`config.mk`:
```
export PLATFORM = sky130hd
export DESIGN_NAME = ras_controller
export DESIGN_NICKNAME = d
export VERILOG_FILES = /design/src/rtl/ras_controller.sv
export SDC_FILE = /design/constraint.sdc
export NUM_CORES = 1
export LEC_CHECK = 0
export CORE_ASPECT_RATIO = 1.4
export CORE_UTILIZATION = 54
export DETAILED_ROUTE_END_ITERATION = 12
export PLACE_DENSITY = 0.79
export SYNTH_ARGS = -nofsm -noshare
export SYNTH_HDL_FRONTEND = slang
export SYNTH_SLANG_ARGS = --single-unit
export TNS_END_PERCENT = 100
```
`constraint.sdc`:
```
create_clock -name clock -period 3.6 [get_ports clock]
set_input_delay 0.36 -clock clock [delete_from_list [all_inputs] [get_ports clock]]
set_output_delay 0.36 -clock clock [all_outputs]
set_load 0.01 [all_outputs]
```
`src/rtl/ras_controller.sv`:
```
// ras_controller: return-address stack for the fetch stage.
// Pushes PC+4 on calls, predicts the return target on rets, and exports the
// pre-update tos/cnt as a checkpoint so a mispredict can restore the stack.
// Optional feature macro: RAS_REPAIR_TOP_EN (adds ckpt_top/recover_top so a
// recovery also rewrites the checkpointed top entry).
module ras_controller #(
  parameter int DEPTH = 8,
  parameter int PTR_W = $clog2(DEPTH)
) (
  input  logic             clock,
  input  logic             reset,
  input  logic             fetch_valid,
  input  logic             is_call,
  input  logic             is_ret,
  input  logic [63:0]      fetch_pc,
  output logic             ret_pred_valid,
  output logic [63:0]      ret_pred_addr,
  output logic [PTR_W-1:0] ckpt_tos,
  output logic [PTR_W:0]   ckpt_cnt,
  input  logic             recover_en,
  input  logic [PTR_W-1:0] recover_tos,
  input  logic [PTR_W:0]   recover_cnt,
`ifdef RAS_REPAIR_TOP_EN
  output logic [63:0]      ckpt_top,
  input  logic [63:0]      recover_top,
`endif
  output logic             empty,
  output logic             full
);

  localparam logic [PTR_W-1:0] TOS_ONE   = PTR_W'(1);
  localparam logic [PTR_W:0]   CNT_ONE   = (PTR_W + 1)'(1);
  localparam logic [PTR_W:0]   CNT_ZERO  = '0;
  localparam logic [PTR_W:0]   CNT_DEPTH = (PTR_W + 1)'(DEPTH);

  logic [63:0]      stack [DEPTH];
  logic [PTR_W-1:0] tos;
  logic [PTR_W:0]   cnt;

  logic [63:0]      push_addr;
  logic [PTR_W-1:0] tos_inc;
  logic [PTR_W-1:0] tos_dec;
  logic             has_entries;

  assign push_addr   = fetch_pc + 64'd4;
  assign tos_inc     = tos + TOS_ONE;
  assign tos_dec     = tos - TOS_ONE;
  assign has_entries = (cnt != CNT_ZERO);

  // Zero-latency return prediction from the current top entry.
  always_comb begin
    ret_pred_valid = fetch_valid & is_ret & has_entries;
    ret_pred_addr  = ret_pred_valid ? stack[tos] : 64'd0;
  end

  assign ckpt_tos = tos;
  assign ckpt_cnt = cnt;
  assign empty    = (cnt == CNT_ZERO);
  assign full     = (cnt == CNT_DEPTH);

`ifdef RAS_REPAIR_TOP_EN
  assign ckpt_top = stack[tos];
`endif

  // Stack state update: reset, then recovery (squashes the fetch), then call/ret.
  always_ff @(posedge clock) begin
    if (reset) begin
      for (int i = 0; i < DEPTH; i++) begin
        stack[i] <= 64'd0;
      end
      tos <= '0;
      cnt <= '0;
    end else if (recover_en) begin
      tos <= recover_tos;
      cnt <= recover_cnt;
`ifdef RAS_REPAIR_TOP_EN
      if (recover_cnt != CNT_ZERO) begin
        stack[recover_tos] <= recover_top;
      end
`endif
    end else if (fetch_valid) begin
      case ({is_call, is_ret})
        2'b10: begin
          // A push at full wraps over the oldest entry and cnt saturates.
          tos          <= tos_inc;
          stack[tos_inc] <= push_addr;
          if (cnt != CNT_DEPTH) begin
            cnt <= cnt + CNT_ONE;
          end
        end
        2'b01: begin
          if (has_entries) begin
            tos <= tos_dec;
            cnt <= cnt - CNT_ONE;
          end
        end
        2'b11: begin
          // Coroutine call: pop-then-push collapses to replacing the top.
          stack[tos] <= push_addr;
          if (!has_entries) begin
            cnt <= CNT_ONE;
          end
        end
        default: begin
        end
      endcase
    end
  end

endmodule
```
== Word-level counts from Yosys, hierarchy flattened ==
Memories as Yosys holds them, arrays and structs flattened. A register that Yosys moved wholly into a read port is not among the register bits.
Index checks and enable logic that the tools add are counted.

* Register bits: 7
* RAM bits: 512
* Input port bits: 77
* Output and inout bits: 74
* Memories kept: 1

{| class="wikitable"
|+ Memories
! name !! words !! bits a word !! rd ports !! clocked after memory_dff !! wr ports !! RTL line !! text
|-
| stack || 8 || 64 || 1 || 1 || 8 || 36 || <nowiki>logic [63:0] stack [DEPTH];</nowiki>
|}

* Add/sub/neg operators: 5
* Eq/ne operators: 8
* Mux-type cells: 31
* Bitwise operators: 2
* Reduce and logical (&&, ||, !) cells: 9

{| class="wikitable"
|+ Operators with widths
! operator !! number
|-
| $mux 64 || 3
|-
| $reduce_or 64->1 || 2
|-
| $add 64x3->64 const B || 1
|-
| $mux 3 || 7
|-
| $mux 4 || 5
|-
| $mux 1 || 14
|-
| $pmux 4 s3 || 1
|-
| $ne 3x3->1 const B || 3
|-
| $reduce_bool 4->1 || 2
|-
| $pmux 3 s2 || 1
|-
| $reduce_and 5->1 || 1
|-
| $add 4x1->4 const B || 1
|-
| $eq 2x2->1 const B || 2
|-
| $eq 4x4->1 const B || 1
|-
| $logic_not 4->1 || 1
|-
| $ne 4x4->1 const B || 1
|-
| $sub 4x1->4 const B || 1
|-
| $add 3x1->3 const B || 1
|-
| $reduce_and 3->1 || 1
|-
| $reduce_bool 3->1 || 1
|-
| $sub 3x1->3 const B || 1
|-
| $and 1x1->1 || 2
|-
| $eq 2x1->1 const B || 1
|-
| $reduce_bool 2->1 || 1
|}

== Longest topological paths before layout ==
* Word-level depth: 9
* Depth in mapped cells: 9
* Gate-level depth less buffers: 8

== Least setup slack after synthesis ==
No wires, ideal clock.

* Path type: reg2reg
* From: register tos[0] (netlist: ckpt_tos[0])
* To: memory stack[2][0], enable pin
* Setup time: 0.432 ns
* Arrival: 3.299 ns
* Setup slack: -0.131 ns
* Cell stages (with the launch flop): 8
* Cell sequence: dfxtp_1 -> inv_1 -> ha_1 -> nand3b_1 -> mux2_2 -> or3_1 -> clkbuf_1 -> nand2b_1

{| class="wikitable"
|+ RTL lines
! element !! RTL line !! text
|-
| start: declaration || 37 || <nowiki>logic [PTR_W-1:0] tos;</nowiki>
|-
| start signal: assignment || 74 || <nowiki>tos <= recover_tos;</nowiki>
|-
| start signal: assignment || 85 || <nowiki>tos <= tos_inc;</nowiki>
|-
| start signal: assignment || 93 || <nowiki>tos <= tos_dec;</nowiki>
|-
| end: declaration || 36 ||
|}

== Worst setup path after layout ==
* From: register cnt[1] (netlist: ckpt_cnt[1])
* To: output port ret_pred_addr[54]

* Word-level cells in the longest chain between the ends: 3

{| class="wikitable"
|+ RTL lines
! element !! RTL line !! text
|-
| start: declaration || 38 || <nowiki>logic [PTR_W:0] cnt;</nowiki>
|-
| start signal: assignment || 75 || <nowiki>cnt <= recover_cnt;</nowiki>
|-
| start signal: assignment || 88 || <nowiki>cnt <= cnt + CNT_ONE;</nowiki>
|-
| start signal: assignment || 94 || <nowiki>cnt <= cnt - CNT_ONE;</nowiki>
|-
| $reduce_bool 4->1 || 48 || <nowiki>assign has_entries = (cnt != CNT_ZERO);</nowiki>
|-
| $and 1x1->1 || 52 || <nowiki>ret_pred_valid = fetch_valid & is_ret & has_entries;</nowiki>
|-
| $mux 64 || 53 || <nowiki>ret_pred_addr = ret_pred_valid ? stack[tos] : 64'd0;</nowiki>
|-
| end: declaration || 17 || <nowiki>output logic [63:0] ret_pred_addr,</nowiki>
|}

Every way passes these cells.

==> flow_summary.yaml <==
critical_path:
  cp-end-kind: "primary output"
  ff2ff_path_depth: 7
  rrSetupSlack_ps: 720
  arrival_ps: 2960
  r2r_end: "stack[0][41]"
  startpoint: "ckpt_cnt[1]"
  cp-start-kind: "flop"
  crit_required_ps: 3240
  path_max_fanout: 25
  r2r-start: "ckpt_tos[0]"
  criticalPathCategory: "reg2out"
sta:
  slew_headroom_pct: 28.5
  period_needed_ps: 3320
  drv_slew: 0
  holdWs_ps: 429
  grt_setup_unrepaired: "no"
  max_freq_ghz: 0.302
  setup_viol: 0
  timing_hold_violations_final: 0
  finalClockSkew_ps: 25.8
  fin_ws_ps: 283
  fin_crit_sh_pct: 92.1
  tightest_slew_ps: 1070
global_route:
  grt.overflow.total: 0
  grt_pass1_wl_um: 96200
  grt_pass1_vias: 16400
  grt_usage_pct: 28.7
  grt_max_degree: 65
  grt_antenna_before_repair: 2
layout:
  nets: 1953
  drive_gt1_share_pct: 15.3
  diodes: 0
  syn_to_final_growth_pct: 16.9
  layout_common_cells: "512 x edfxtp_1, 502 x nor2_1, 150 x clkdlybuf4s50_1"
  layout_commonest_cell: "edfxtp_1"
routing:
  drt_pass1_iterations: 6
  wl_met3_um: 7200
  wl_met2_um: 31900
  drt-total-wl_um: 64700
  drtIter0Drc: 2067
  wl_met1_um: 22900
  top_layer_used: "met5"
  num_vias: 16000
  routedWlPerCell_um: 26.3
  viasPerCell: 6.51
  ant_nets: 0
  drc: 0
cts:
  cts_hold_buf: 0
  numCtsBuffers: 46
  cts_sinks: 522
  post_cts_buffers: 0
  clk_latency_ps: 590
  cts_tree: "built"
  clkTransAtPathRegs_ps: 60
  cts_buffer_depth: 3
  cts-root-buf: "clkbuf_16"
  htreeDepth: 2
  cts_resized: 0
pwr:
  p_sw_mw: 3.02
  pwr-share-comb_pct: 10.6
  switching_share_pct: 22.8
  ir_drop_mv: 0.401
  p_int_mw: 10.2
  pwr_density_cell_nw_per_um2: 472
  power_frac_seq_pct: 52.8
  power_frac_clock_pct: 36.6
  p_leak_nw: 9.58
worst_hold_path:
  min_path_type: "in2reg"
  hold_path_depth: 3
  hp-start: "recover_tos[1]"
run:
  drv_cap: 0
synth:
  synth_compound_area_share_pct: 3.11
  synthesis.instances: 1729
  ys_seq_elements: 522
  synth-edff-count: 512
  synthAdderAreaFrac_pct: 0.417
  syn_avg_cell_area_um2: 13.9
  synthMuxAreaShare_pct: 14.9
  syn-num-nets: 1814
  yosys.area_share.xor_xnor_pct: 2.04
  yosys_warnings: 0
  ys.flop_type: "edfxtp_1"
  yosys.area_share.simple_pct: 12.5
  synth_top_family_by_area: "multiplexers"
  ys_seq_area_share_pct: 64.9
  synth_area_um2: 24000
  yosysUniqueCellTypes: 52
  async_flop_share_pct: 0
floorplan:
  floorplan.initialDensity_pct: 54.6
  core_um2: 43900
  die_area_um2: 45300
  fp.dieH_um: 252
  ios: 151
  die_w_um: 180
  rows: 91
run_status:
  status: "finished clean"
placed_design:
  place_hpwl_um: 37300
  dpl_worst_slack_ps: 91.9
  gp_congestion: 0.871
  port_buffers: 150
==> power groups by stage <==
stage | clock network, mW | logic (mW) | registers [mW]
final | 4.85 | 1.40 | 7.00
after global routing | 5.04 | 1.48 | 7.01
after CTS | 4.86 | 1.40 | 6.99
after detailed placement | 0 | 1.39 | 7.12
after global placement | 0 | 1.38 | 7.10
after floorplan | 0 | 0.818 | 7.07
==> synth_stat cells, types with 2 or more instances <==
cell / instances / area, um^2
edfxtp_1: 512 / 15400
nor2_1: 502 / 1880
mux4_2: 128 / 2880
a21oi_1: 103 / 515
clkbuf_1: 93 / 349
mux2i_1: 68 / 681
nand4_1: 29 / 181
xor2_1: 29 / 254
nand3_1: 28 / 140
xnor2_1: 27 / 236
buf_1: 26 / 97.6
nand2_1: 22 / 82.6
inv_1: 15 / 56.3
or3_1: 15 / 93.8
and3_1: 11 / 68.8
dfxtp_1: 10 / 200
nor3_1: 10 / 50.1
nand2b_1: 9 / 56.3
and4_1: 8 / 70.1
ha_1: 8 / 100
o21ai_1: 8 / 40.0
nor4_1: 7 / 43.8
nor4_2: 6 / 75.1
o21ai_0: 6 / 30.0
or4_1: 5 / 37.5
a211oi_1: 3 / 22.5
a31oi_1: 3 / 18.8
and2_1: 3 / 18.8
buf_2: 3 / 15.0
nand4_2: 3 / 37.5
nor4b_1: 3 / 26.3
a22oi_1: 2 / 15.0
a31o_2: 2 / 17.5
nor2b_1: 2 / 12.5
nor4_4: 2 / 42.5
or4_4: 2 / 22.5
==> kinds of logic after synthesis <==
family          after synthesis
simple gates                673
flops                       522
buf+inv                     137
xor+xnor                     56
compound gates              136
fa+ha+maj                     8
mux                         197
==> cell type report <==
| class | instances | area, um^2 |
|---|---|---|
| repair buffers | 213 | 2300 |
| inverters | 15 | 56.3 |
| clock inverters | 16 | 180 |
| well taps | 558 | 698 |
| flip-flops and latches | 522 | 15600 |
| fillers | 3075 | 15900 |
| multi-input cells | 1070 | 8000 |
| clock buffers | 65 | 1250 |
==> registers in the layout, indices dropped and copies added (netlist names), named ones only <==
register,count
ckpt_cnt,4
ckpt_tos,3
stack,512
==> how the worst max path moves through the flow <==
stage                              to  slack, ps  cells after the start
floorplan                 stack[2][0]       -130                      7
global placement         stack[0][50]        150                      6
detailed placement       stack[2][54]         90                      6
CTS                 ret_pred_addr[54]        280                      5
global route        ret_pred_addr[54]        230                      5
finish              ret_pred_addr[54]        280                      5
==> per-stage QoR <==
stage	area, um^2	power [mW]	std cells	setup TNS [ps]	utilization [%]
2_1_floorplan	24000	7.89	1729	-17490	-
3_3_place_gp	26600	8.47	2378	0	60.6
3_5_place_dp	26600	8.51	2378	0	60.6
4_1_cts	28100	13.3	2459	0	63.9
5_1_grt	28100	13.5	2459	0	63.9
6_report	28100	13.2	2459	0	63.9
==> critical path: stages, from the launching register on <==
cell and delay, ps:
dfxtp_1 570, or4_1 280, nand3_4 360, buf_12 310, nor2_1 250, clkdlybuf4s50_1 600
==> routing by layer <==
layer / up-vias / global-route usage, %
li1: 6730 / -
met4: 4 / 13.7
met2: 1104 / 47.6
met1: 7981 / 36.5
met5: - / 0
met3: 191 / 5.53
Power figures use the tool's default switching activity.
